## config.mk

```make
export PLATFORM = sky130hd
export DESIGN_NAME = imem_boot_loader
export DESIGN_NICKNAME = d
export VERILOG_FILES = /design/src/rtl/imem_boot_loader.sv
export SDC_FILE = /design/constraint.sdc
export NUM_CORES = 1
export LEC_CHECK = 0
export BUFFER_PORTS_ARGS = -buffer_cell sky130_fd_sc_hd__buf_2
export CORE_UTILIZATION = 50
export DETAILED_ROUTE_END_ITERATION = 16
export PLACE_DENSITY_LB_ADDON = 0.25
export REMOVE_ABC_BUFFERS = 1
export SLEW_MARGIN = 20
export SYNTH_ARGS = -nofsm -noshare
export SYNTH_HDL_FRONTEND = slang
export SYNTH_SLANG_ARGS = --single-unit
export TNS_END_PERCENT = 30
```

## constraint.sdc

```tcl
create_clock -name MAX10_CLK1_50 -period 1.9 [get_ports MAX10_CLK1_50]
set_input_delay 0.19 -clock MAX10_CLK1_50 [delete_from_list [all_inputs] [get_ports MAX10_CLK1_50]]
set_output_delay 0.19 -clock MAX10_CLK1_50 [all_outputs]
set_load 0.02 [all_outputs]
```

## src/rtl/imem_boot_loader.sv

```systemverilog
// Instruction memory boot loader: framed byte stream -> 32-bit LE words.
// Holds the CPU in reset until a frame with a good checksum is written.
//
// Ports:
//   MAX10_CLK1_50 : clock, rising edge
//   reset         : async active-low reset
//   start         : pulse, begins a load from IDLE/DONE/ERROR
//   in_valid/in_data/in_ready : byte stream handshake
//   imem_wr_en/imem_addr/imem_wr_data : instruction memory write port
//   cpu_reset     : active-high CPU reset
//   load_done/load_error : result of the last load
//   words_written : words written by the current/last load
module imem_boot_loader #(
    parameter int ADDR_W      = 8,
    parameter int TIMEOUT_CYC = 1024,
    parameter bit BOOT_HOLD   = 1'b1
) (
    input  logic              MAX10_CLK1_50,
    input  logic              reset,
    input  logic              start,
    input  logic              in_valid,
    input  logic [7:0]        in_data,
    output logic              in_ready,
    output logic              imem_wr_en,
    output logic [ADDR_W-1:0] imem_addr,
    output logic [31:0]       imem_wr_data,
    output logic              cpu_reset,
    output logic              load_done,
    output logic              load_error,
    output logic [ADDR_W:0]   words_written
);

    localparam int TW = $clog2(TIMEOUT_CYC) + 1;
    localparam logic [16:0] MAX_WORDS = 17'(2 ** ADDR_W);
    localparam logic [TW-1:0] TMO_LAST = TW'(TIMEOUT_CYC - 1);

    typedef enum logic [2:0] {
        S_IDLE, S_LEN0, S_LEN1, S_DATA, S_CHK, S_DONE, S_ERROR
    } state_t;

    state_t              state_q, state_d;
    logic [15:0]         len_q, len_d;
    logic [31:0]         word_q, word_d;
    logic [1:0]          bcnt_q, bcnt_d;
    logic [7:0]          chk_q, chk_d;
    logic [TW-1:0]       timer_q, timer_d;
    logic                wr_en_q, wr_en_d;
    logic [ADDR_W-1:0]   addr_q, addr_d;
    logic [31:0]         wdata_q, wdata_d;
    logic                cpu_rst_q, cpu_rst_d;
    logic                done_q, done_d;
    logic                err_q, err_d;
    logic [ADDR_W:0]     ww_q, ww_d;

    logic        active;
    logic        xfer;
    logic [15:0] n_full;
    logic [31:0] word_nxt;
    logic [16:0] ww_ext;

    assign active = (state_q == S_LEN0) || (state_q == S_LEN1) ||
                    (state_q == S_DATA) || (state_q == S_CHK);
    assign xfer     = in_valid & active;
    assign n_full   = {in_data, len_q[7:0]};
    // Bytes shift in from the top so the first byte ends up in [7:0].
    assign word_nxt = {in_data, word_q[31:8]};
    assign ww_ext   = 17'(ww_q);

    always_comb begin
        state_d   = state_q;
        len_d     = len_q;
        word_d    = word_q;
        bcnt_d    = bcnt_q;
        chk_d     = chk_q;
        timer_d   = timer_q;
        wr_en_d   = 1'b0;
        addr_d    = addr_q;
        wdata_d   = wdata_q;
        cpu_rst_d = cpu_rst_q;
        done_d    = done_q;
        err_d     = err_q;
        ww_d      = ww_q;

        unique case (state_q)
            S_IDLE, S_DONE, S_ERROR: begin
                if (start) begin
                    state_d   = S_LEN0;
                    cpu_rst_d = 1'b1;
                    done_d    = 1'b0;
                    err_d     = 1'b0;
                    ww_d      = '0;
                    chk_d     = '0;
                    timer_d   = '0;
                    bcnt_d    = '0;
                end
            end
            S_LEN0: begin
                if (xfer) begin
                    len_d[7:0] = in_data;
                    chk_d      = chk_q ^ in_data;
                    state_d    = S_LEN1;
                end
            end
            S_LEN1: begin
                if (xfer) begin
                    len_d[15:8] = in_data;
                    chk_d       = chk_q ^ in_data;
                    bcnt_d      = '0;
                    if ({1'b0, n_full} > MAX_WORDS) begin
                        state_d = S_ERROR;
                        err_d   = 1'b1;
                    end else if (n_full == 16'd0) begin
                        state_d = S_CHK;
                    end else begin
                        state_d = S_DATA;
                    end
                end
            end
            S_DATA: begin
                if (xfer) begin
                    chk_d  = chk_q ^ in_data;
                    word_d = word_nxt;
                    bcnt_d = bcnt_q + 2'd1;
                    if (bcnt_q == 2'd3) begin
                        wr_en_d = 1'b1;
                        addr_d  = ww_q[ADDR_W-1:0];
                        wdata_d = word_nxt;
                        ww_d    = ww_q + 1'b1;
                        if (ww_ext + 17'd1 == {1'b0, len_q})
                            state_d = S_CHK;
                    end
                end
            end
            S_CHK: begin
                if (xfer) begin
                    if (in_data == chk_q) begin
                        state_d   = S_DONE;
                        done_d    = 1'b1;
                        cpu_rst_d = 1'b0;
                    end else begin
                        state_d = S_ERROR;
                        err_d   = 1'b1;
                    end
                end
            end
            default: state_d = S_IDLE;
        endcase

        // Inter-byte watchdog inside a frame.
        if (active) begin
            if (xfer) begin
                timer_d = '0;
            end else if (timer_q == TMO_LAST) begin
                state_d = S_ERROR;
                err_d   = 1'b1;
            end else begin
                timer_d = timer_q + TW'(1);
            end
        end
    end

    always_ff @(posedge MAX10_CLK1_50 or negedge reset) begin
        if (!reset) begin
            state_q   <= S_IDLE;
            len_q     <= '0;
            word_q    <= '0;
            bcnt_q    <= '0;
            chk_q     <= '0;
            timer_q   <= '0;
            wr_en_q   <= 1'b0;
            addr_q    <= '0;
            wdata_q   <= '0;
            cpu_rst_q <= BOOT_HOLD;
            done_q    <= 1'b0;
            err_q     <= 1'b0;
            ww_q      <= '0;
        end else begin
            state_q   <= state_d;
            len_q     <= len_d;
            word_q    <= word_d;
            bcnt_q    <= bcnt_d;
            chk_q     <= chk_d;
            timer_q   <= timer_d;
            wr_en_q   <= wr_en_d;
            addr_q    <= addr_d;
            wdata_q   <= wdata_d;
            cpu_rst_q <= cpu_rst_d;
            done_q    <= done_d;
            err_q     <= err_d;
            ww_q      <= ww_d;
        end
    end

    assign in_ready      = active;
    assign imem_wr_en    = wr_en_q;
    assign imem_addr     = addr_q;
    assign imem_wr_data  = wdata_q;
    assign cpu_reset     = cpu_rst_q;
    assign load_done     = done_q;
    assign load_error    = err_q;
    assign words_written = ww_q;

endmodule

```

==> results_dict.tcl, run 1 <==
set metrics [dict create \
    die_area_um2 11500 \
    r2r_slack_ns 0.02 \
    min_path_type "primary input to flip-flop" \
    clk_latency_ns 0.53 \
    fin_util 0.654 \
    critPathTopFamily "flip-flops" \
    worstPathArrival_ns 2.27 \
    synth.most_common_cell "nand2_1" \
    area_delta_synth_final_pct 27.5 \
    syn_avg_cell_area_um2 8.90 \
    clock-sinks 117 \
    nFillCells 917 \
    power_uw 9470 \
    path_cells "buf_4 > nand3_4 > xnor2_2 > mux2_4 > a221oi_2 > and4_4 > o22ai_1" \
    grt_pass1_wl_um 22100 \
    cts_buffers 17 \
    reg2regPathDepth 7 \
    globalplace.congestion 0.828 \
    dieWidth_um 107 \
    synth_top_area_cell "dfrtp_1" \
    r2r-end "state_q[0]" \
    synth_edf_count 0 \
    regArea_um2 2930 \
    route.detailed.drc 0 \
    report.final.slew_viol_count 0 \
    max-vdd-ir-drop_mv 0.888 \
    root_buffer "clkbuf_8" \
    overflow 0 \
    hold_viol 0 \
    core_area_um2 10800 \
    dp_hpwl_um 8710 \
    dieHeight_um 107 \
    synthArstFlopShare 1.00 \
    grt_max_degree 59 \
    worstReg2RegStart "words_written[0]" \
    synth_flop_cell "dfrtp_1" \
    grtUsageTotal 0.247 \
    slowest_delay_ns 0.37 \
    multiInputGateArea_um2 2520 \
    ys_ff_latch 117 \
    antenna_found_initial 0 \
    via_per_inst 5.40 \
    critPathLaunchType "flip-flop" \
    yosysTopAreaCellShare 0.522 \
    yosysWarnings 0 \
    drtIter0Drc 229 \
    portBuffers 65 \
    clock.fmax_ghz 0.533 \
    first_pass_iters 4 \
    vias 4753 \
    ant_nets 0 \
    wl_per_cell_um 15.0 \
    critPathLaunch "words_written[0]" \
    critPathRequiredTime_ns 2.29 \
    p_leak_uw 0.00360 \
    path_max_fanout 3 \
    finClkSkew_ns 0.00532 \
    fin_nets 743 \
    clkTransAtPathRegs_ns 0.06 \
    synth_area_um2 5560 \
    clock_path_buffers 2 \
    status "complete, no violations" \
    p_per_area_nw_per_um2 1340 \
    cp.depth 7 \
    drv_cap 0 \
    post-route-min-period_ns 1.88 \
    setup_viol 0 \
    critPathKind "flip-flop to flip-flop" \
    cp-end-kind "flip-flop" \
    synth_common_cells "nand2_1, dfrtp_1, o21ai_0, nor2_1, xnor2_1" \
    synth_area_leaders "dfrtp_1, nand2_1, o21ai_0" \
    grt_pass1_vias 4566 \
    synth_seq_area_share 0.527 \
    cp_slowest_cell "dfrtp_1" \
    initial_utilization 0.513 \
    cp-endpoint "state_q[0]" \
    period_share 0.988 \
    rsz0062_at_grt "yes" \
    row_count 38 \
    synth.distinct_cells 63 \
    wl_um 13200 \
    slew_headroom 0.587 \
    fin_hold_ws_ns 0.0515 \
    cts_tree "done" \
    htreeDepth 4 \
    tightest_slew_ns 0.615 \
    ios 66 \
    drive_gt1_frac 0.265 \
    diodes 0 \
    cp_num_buf_inv 1 \
    synthCells 625 \
]
worst min-delay path, delay by kind of cell:
kind	cells	cell delay, ns
compound gates	1	0.15
buf+inv	1	0.18
simple gates	1	0.05
repair_timing:
action,in CTS,in global routing
gates cloned,0,0
hold buffers,8,0
buffers inserted,0,1
pin swaps,0,5
hold endpoints to repair,45,0
setup endpoints to repair,5,23
gates resized for setup,8,19
layout by cell type, fill, tap and decap left out, types with 3 or more instances in the layout:
| master | synthesis | final |
|---|---|---|
| a31oi_1 | 5 | 5 |
| nand4_1 | 5 | 5 |
| o22ai_1 | 3 | 3 |
| a21oi_1 | 16 | 15 |
| clkbuf_16 | 0 | 16 |
| clkbuf_1 | 17 | 3 |
| nand3_1 | 13 | 13 |
| dlygate4sd3_1 | 0 | 8 |
| nand2b_1 | 11 | 11 |
| o31ai_1 | 5 | 4 |
| nor3_1 | 6 | 6 |
| dfrtp_2 | 0 | 3 |
| inv_1 | 5 | 5 |
| clkbuf_8 | 0 | 3 |
| buf_12 | 0 | 3 |
| xor2_1 | 3 | 3 |
| buf_4 | 3 | 44 |
| nor4_1 | 8 | 6 |
| buf_2 | 14 | 64 |
| o21ai_1 | 8 | 9 |
| bufinv_16 | 0 | 5 |
| nand2_1 | 227 | 226 |
| dfrtp_1 | 116 | 113 |
| mux2_2 | 16 | 15 |
| nor2_1 | 35 | 34 |
| xnor2_1 | 20 | 18 |
| o21ai_0 | 36 | 35 |
layer usage:
layer / global-route usage / part of all wire / vias up
li1: - / - / 2294
met1: 0.313 / 0.45 / 2331
met2: 0.412 / 0.50 / 109
met3: 0.0690 / 0.041 / 19
met4: 0.0734 / 0.013 / 0
met5: 0 / 0 / -
report_power, final:
part           internal [µW]  switching, µW
sequential              3030            457
clock                   2320           1080
combinational           1160           1420
total                   6510           2960
worst min-delay path by stage:
stage                     start         endpoint  slack [ns]  depth (start not counted)
after floorplan           reset        bcnt_q[0]       -0.11                          0
after global placement    reset  imem_wr_data[0]        0.17                          1
after detailed placement  reset  imem_wr_data[0]        0.18                          1
after CTS                 start        cpu_reset        0.03                          3
after global routing      start        cpu_reset        0.06                          3
final                     start        cpu_reset        0.05                          3
kinds of logic after synthesis:
family / share of synthesized area
xor+xnor: 0.0362
simple gates: 0.259
fa+ha+maj: 0.00855
compound gates: 0.103
flops: 0.527
buf+inv: 0.0342
mux: 0.0324
flip-flops by register name (all words and copies together), names as in the netlist, 2 cells and up:
signal,flops
len_q,16
state_q,3
chk_q,8
imem_wr_data,32
words_written,9
bcnt_q,2
imem_addr,8
timer_q,11
word_q,24
cell type report:
| type | count | area share |
|---|---|---|
| Sequential cell | 117 | 0.414 |
| Multi-Input combinational cell | 465 | 0.356 |
| Timing Repair Buffer | 120 | 0.113 |
| Clock buffer | 22 | 0.0639 |
| Clock inverter | 9 | 0.0247 |
| Tap cell | 140 | 0.0247 |
| Inverter | 7 | 0.00371 |
stage by stage:
stage,cell area [µm²],instances,worst slack [ns],TNS [ns]
floorplan,5400,589,-1.05,-46.43
detailed placement,6270,840,-0.0365,-0.0597
global placement,6270,840,0.0115,0
finish,7090,880,0.0231,0
global route,7090,880,-0.0443,-0.144
CTS,7010,879,0.000275,0
Power figures use the tool's default switching activity.
==> run 2, diff against run 1 <==
--- a/constraint.sdc
+++ b/constraint.sdc
@@ -3,2 +3,2 @@
 set_output_delay 0.19 -clock MAX10_CLK1_50 [all_outputs]
-set_load 0.02 [all_outputs]
+set_load 0.05 [all_outputs]
==> run 2 against run 1 <==
Against the previous run:
- combinational power up 6%
- routed wire length up 0.14%
- critical path depth unchanged
- worst hold slack about the same
- first-iteration DRC count up 3.9%
- clock skew up 0.00057 ns
- largest cell class unchanged
- largest power group unchanged
==> results_dict.tcl, run 2 (same netlist as run 1, synthesis figures left out) <==
set metrics [dict create \
    root_buffer "clkbuf_8" \
    ant_nets 0 \
    tightest_slew_ns 0.472 \
    htreeDepth 4 \
    drv_cap 0 \
    slowest_delay_ns 0.39 \
    hold_viol 0 \
    place_area_um2 6270 \
    min_path_type "primary input to flip-flop" \
    r2r_slack_ns 0.02 \
    slew_headroom 0.685 \
    area_delta_synth_final_pct 27.8 \
    critPathRequiredTime_ns 2.29 \
    setup_viol 0 \
    grt_max_degree 59 \
    cp-end-kind "flip-flop" \
    clock-sinks 117 \
    grtUsageTotal 0.247 \
    dieWidth_um 107 \
    report.final.slew_viol_count 0 \
    via_per_inst 5.43 \
    route.detailed.drc 0 \
    final_common_cell "nand2_1" \
    core_area_um2 10800 \
    drtIter0Drc 238 \
    wl_um 13200 \
    finalSetupTns_ns 0 \
    worstReg2RegStart "words_written[1]" \
    clock_path_buffers 2 \
    overflow 0 \
    die_area_um2 11500 \
    critPathLaunch "words_written[1]" \
    clkTransAtPathRegs_ns 0.06 \
    status "complete, no violations" \
    cp_slowest_cell "dfrtp_1" \
    portBuffers 65 \
    dp_hpwl_um 8710 \
    final_cell_mix "nand2_1, dfrtp_1, buf_2, buf_4, o21ai_0" \
    fin_util 0.655 \
    grt_pass1_vias 4565 \
    worstPathArrival_ns 2.27 \
    cts_tree "done" \
    finClkSkew_ns 0.00589 \
    cts_buffers 17 \
    diodes 0 \
    fin_area_um2 7110 \
    wl_per_cell_um 15.0 \
    path_cells "ha_2 > and2_4 > a31oi_1 > a221o_1 > a221oi_2 > and4_4 > o22ai_1" \
    globalplace.congestion 0.828 \
    ios 66 \
    power_uw 9620 \
    vias 4775 \
    p_leak_uw 0.00361 \
    dieHeight_um 107 \
    critPathKind "flip-flop to flip-flop" \
    row_count 38 \
    largest_reg_flops 32 \
    grt_pass1_wl_um 22100 \
    max-vdd-ir-drop_mv 0.907 \
    critPathLaunchType "flip-flop" \
    path_max_fanout 5 \
    p_per_area_nw_per_um2 1350 \
    first_pass_iters 4 \
    clock.fmax_ghz 0.532 \
    nFillCells 918 \
    post-route-min-period_ns 1.88 \
    rsz0062_at_grt "yes" \
    fin_nets 743 \
    drive_gt1_frac 0.266 \
    min_from "start" \
    period_share 0.989 \
    initial_utilization 0.513 \
    clk_latency_ns 0.52 \
    antenna_found_initial 0 \
]
[run 2: report_power, final]
group          total (µW)  switching, µW  internal (µW)
Sequential           3480            456           3030
Clock                3400           1080           2320
Combinational        2740           1540           1200
[run 2: final timing paths]
kind / end / cells past startpoint
hold / removal: cpu_reset / 3
min in group asynchronous: imem_wr_data[0] / 2
setup reg to reg: state_q[0] / 7
max in group asynchronous: timer_q[7] / 3
setup / recovery: state_q[0] / 7
hold reg to reg: imem_wr_data[25] / 2
[run 2: metal layers]
metal | vias to the layer above | global-route usage | routed length [µm] | share of wire
met5 | - | 0 | 0 | 0
met4 | 0 | 0.0734 | 175 | 0.013
met3 | 21 | 0.0690 | 603 | 0.046
met2 | 125 | 0.412 | 6600 | 0.50
met1 | 2339 | 0.313 | 5830 | 0.44
li1 | 2290 | - | - | -
[run 2: worst max-delay path, delay by kind of cell, from the launching register on]
kind | cells | cell delay [ns]
AO/OA/AOI/OAI | 4 | 0.70
AND/OR/NAND/NOR | 2 | 0.44
flip-flops | 1 | 0.39
adder cells (fa/ha/maj) | 1 | 0.21
[run 2: cell type report]
class / count / area [µm²] / area share
flip-flops and latches: 117 / 2930 / 0.413
multi-input cells: 465 / 2530 / 0.357
repair buffers: 120 / 808 / 0.114
clock buffers: 22 / 453 / 0.0637
clock inverters: 9 / 175 / 0.0247
well taps: 140 / 175 / 0.0247
inverters: 7 / 26.3 / 0.00370
[run 2: through the flow]
step	instances	setup slack (ns)	hold WS (ns)
2_1_floorplan	589	-1.07	-0.106
3_3_place_gp	840	0.0115	0.169
3_5_place_dp	840	-0.0365	0.177
4_1_cts	879	0.000275	0.0312
5_1_grt	880	-0.0443	0.0561
6_report	880	0.0214	0.0519
[run 2: timing repair]
action                                  CTS  global route
endpoints found under the setup margin    5            23
pin swaps                                 0             5
endpoints found under the hold margin    45             0
hold buffers                              8             0
resized for setup                        10            21
setup buffers                             0             1
==> run 3, diff against run 2 <==
- CORE_UTILIZATION: 50 -> 45
- SETUP_SLACK_MARGIN: not set -> 0.15
==> run 3 against run 2 <==
Against the previous run:
- clock skew up 0.0028 ns
- clock power down 4%
- worst setup slack worse by 0.013 ns
- combinational power up 2%
- sequential power about the same
- sequential cell count unchanged
- routed wire length down 1.3%
- worst hold slack worse by 0.0033 ns
- register-to-register slack about the same
- die area up 11%
- largest power group unchanged
==> results_dict.tcl, run 3 (same netlist as run 1, synthesis figures left out) <==
set metrics [dict create \
    fin_hold_ws_ns 0.0486 \
    grt_pass1_wl_um 21800 \
    critPathKind "flip-flop to flip-flop" \
    cts_buffers 17 \
    worst_slack_ns 0.00837 \
    drive_gt1_frac 0.277 \
    area_delta_synth_final_pct 27.0 \
    antenna_found_initial 0 \
    finClkSkew_ns 0.00873 \
    clock.fmax_ghz 0.529 \
    period_share 0.996 \
    tightest_slew_ns 0.698 \
    hold_viol 0 \
    slew_headroom 0.531 \
    core_area_um2 12000 \
    p_sw_frac 0.330 \
    worstReg2RegStart "words_written[0]" \
    grt_pass1_vias 4544 \
    top_layer "met4" \
    path_max_fanout 4 \
    route.detailed.drc 0 \
    fin_nets 742 \
    wl_per_cell_um 14.7 \
    dp_slack_ns -0.0662 \
    drtIter0Drc 323 \
    min_delay_worst_endpoint "imem_wr_data[24]" \
    largest_reg_flops 32 \
    final_cell_mix "nand2_1, dfrtp_1, buf_2, buf_4, nor2_1" \
    grtUsageTotal 0.218 \
    r2r-end "state_q[0]" \
    via_per_inst 5.31 \
    min_from "in_data[0]" \
    wl_um 13000 \
    holdPathStages 3 \
    grt_max_degree 46 \
    critPathRequiredTime_ns 2.18 \
    cp-end-kind "flip-flop" \
    setup_viol 0 \
    globalplace.congestion 0.859 \
    root_buffer "clkbuf_16" \
    overflow 0 \
    met2_length_um 6440 \
    portBuffers 65 \
    cts_tree "done" \
    p_clk_frac 0.342 \
    clk_latency_ns 0.42 \
    worstPathArrival_ns 2.17 \
    die_area_um2 12800 \
    vias 4706 \
    critPathLaunchType "flip-flop" \
    dp_hpwl_um 8770 \
    met3_length_um 439 \
    share_comb_of_total_power 0.292 \
    ant_nets 0 \
    report.final.slew_viol_count 0 \
    drv_cap 0 \
    post-route-min-period_ns 1.89 \
    row_count 40 \
    initial_utilization 0.463 \
    clkTransAtPathRegs_ns 0.06 \
    htreeDepth 4 \
    dieHeight_um 113 \
    first_pass_iters 4 \
    r2r_slack_ns 0.008 \
    clock_path_buffers 2 \
    p_int_uw 6400 \
    ios 66 \
    wl_met1_um 6050 \
    min_path_type "primary input to flip-flop" \
    p_switching_uw 3160 \
    diodes 0 \
    dieWidth_um 113 \
    final_common_cell "nand2_1" \
    max-vdd-ir-drop_mv 0.631 \
    p_leak_uw 0.00359 \
    rsz0062_at_grt "yes" \
    p_per_area_nw_per_um2 1350 \
    clock-sinks 117 \
    reg2regPathDepth 7 \
    status "complete, no violations" \
    p_seq_frac 0.367 \
]
run 3: worst max path at each step:
stage / start / endpoint / cells past startpoint / slack (ns)
5_1_grt: state_q[2] / chk_q[0] / 7 / -0.1
3_5_place_dp: words_written[0] / state_q[0] / 7 / -0.07
6_report: words_written[0] / state_q[0] / 7 / 0.008
2_1_floorplan: state_q[2] / words_written[4] / 6 / -1.07
4_1_cts: words_written[0] / state_q[2] / 7 / 0.02
3_3_place_gp: words_written[0] / state_q[0] / 8 / 0.0003
run 3: repair_timing:
| item | CTS | global route |
|---|---|---|
| hold buffers | 1 | 0 |
| hold endpoints to repair | 31 | 0 |
| resized for setup | 17 | 14 |
| buffers inserted | 3 | 4 |
| setup endpoints to repair | 34 | 37 |
| pin swaps | 9 | 9 |
run 3: per-layer routing:
metal	vias to the layer above	global-route usage
met5	-	0
met4	0	0.0851
met3	12	0.0477
met2	90	0.364
met1	2314	0.277
li1	2290	-
run 3: power by group through the flow:
stage | clock network [µW] | logic [µW] | registers [µW]
after detailed placement | 0 | 2540 | 3530
after global placement | 0 | 2460 | 3500
after global routing | 3430 | 3090 | 3570
after CTS | 3300 | 2640 | 3490
final | 3260 | 2790 | 3500
after floorplan | 0 | 1630 | 3540
run 3: through the flow:
stage	cells	TNS, ns	power, µW	utilization	instance area [µm²]
6_report	886	0	9550	0.588	7060
5_1_grt	886	-0.636	10100	0.588	7060
4_1_cts	882	0	9430	0.582	6990
3_5_place_dp	847	-0.144	6070	0.525	6310
3_3_place_gp	847	0	5970	0.525	6310
2_1_floorplan	589	-50.70	5170	-	5400
run 3: layout make-up:
cell class                      count  area [µm²]
Clock buffer                       20         457
Sequential cell                   117        2930
Clock inverter                     11         151
Tap cell                          147         184
Multi-Input combinational cell    465        2510
Inverter                            7        27.5
Timing Repair Buffer              119         798
Fill cell                        1064        4950
run 3: critical path, stage by stage, from the launching register on:
cell,delay (ns)
dfrtp_1,0.42
ha_2,0.22
and2_4,0.16
a31oi_1,0.08
a221o_1,0.28
a221oi_2,0.22
and4_4,0.28
o22ai_2,0.08
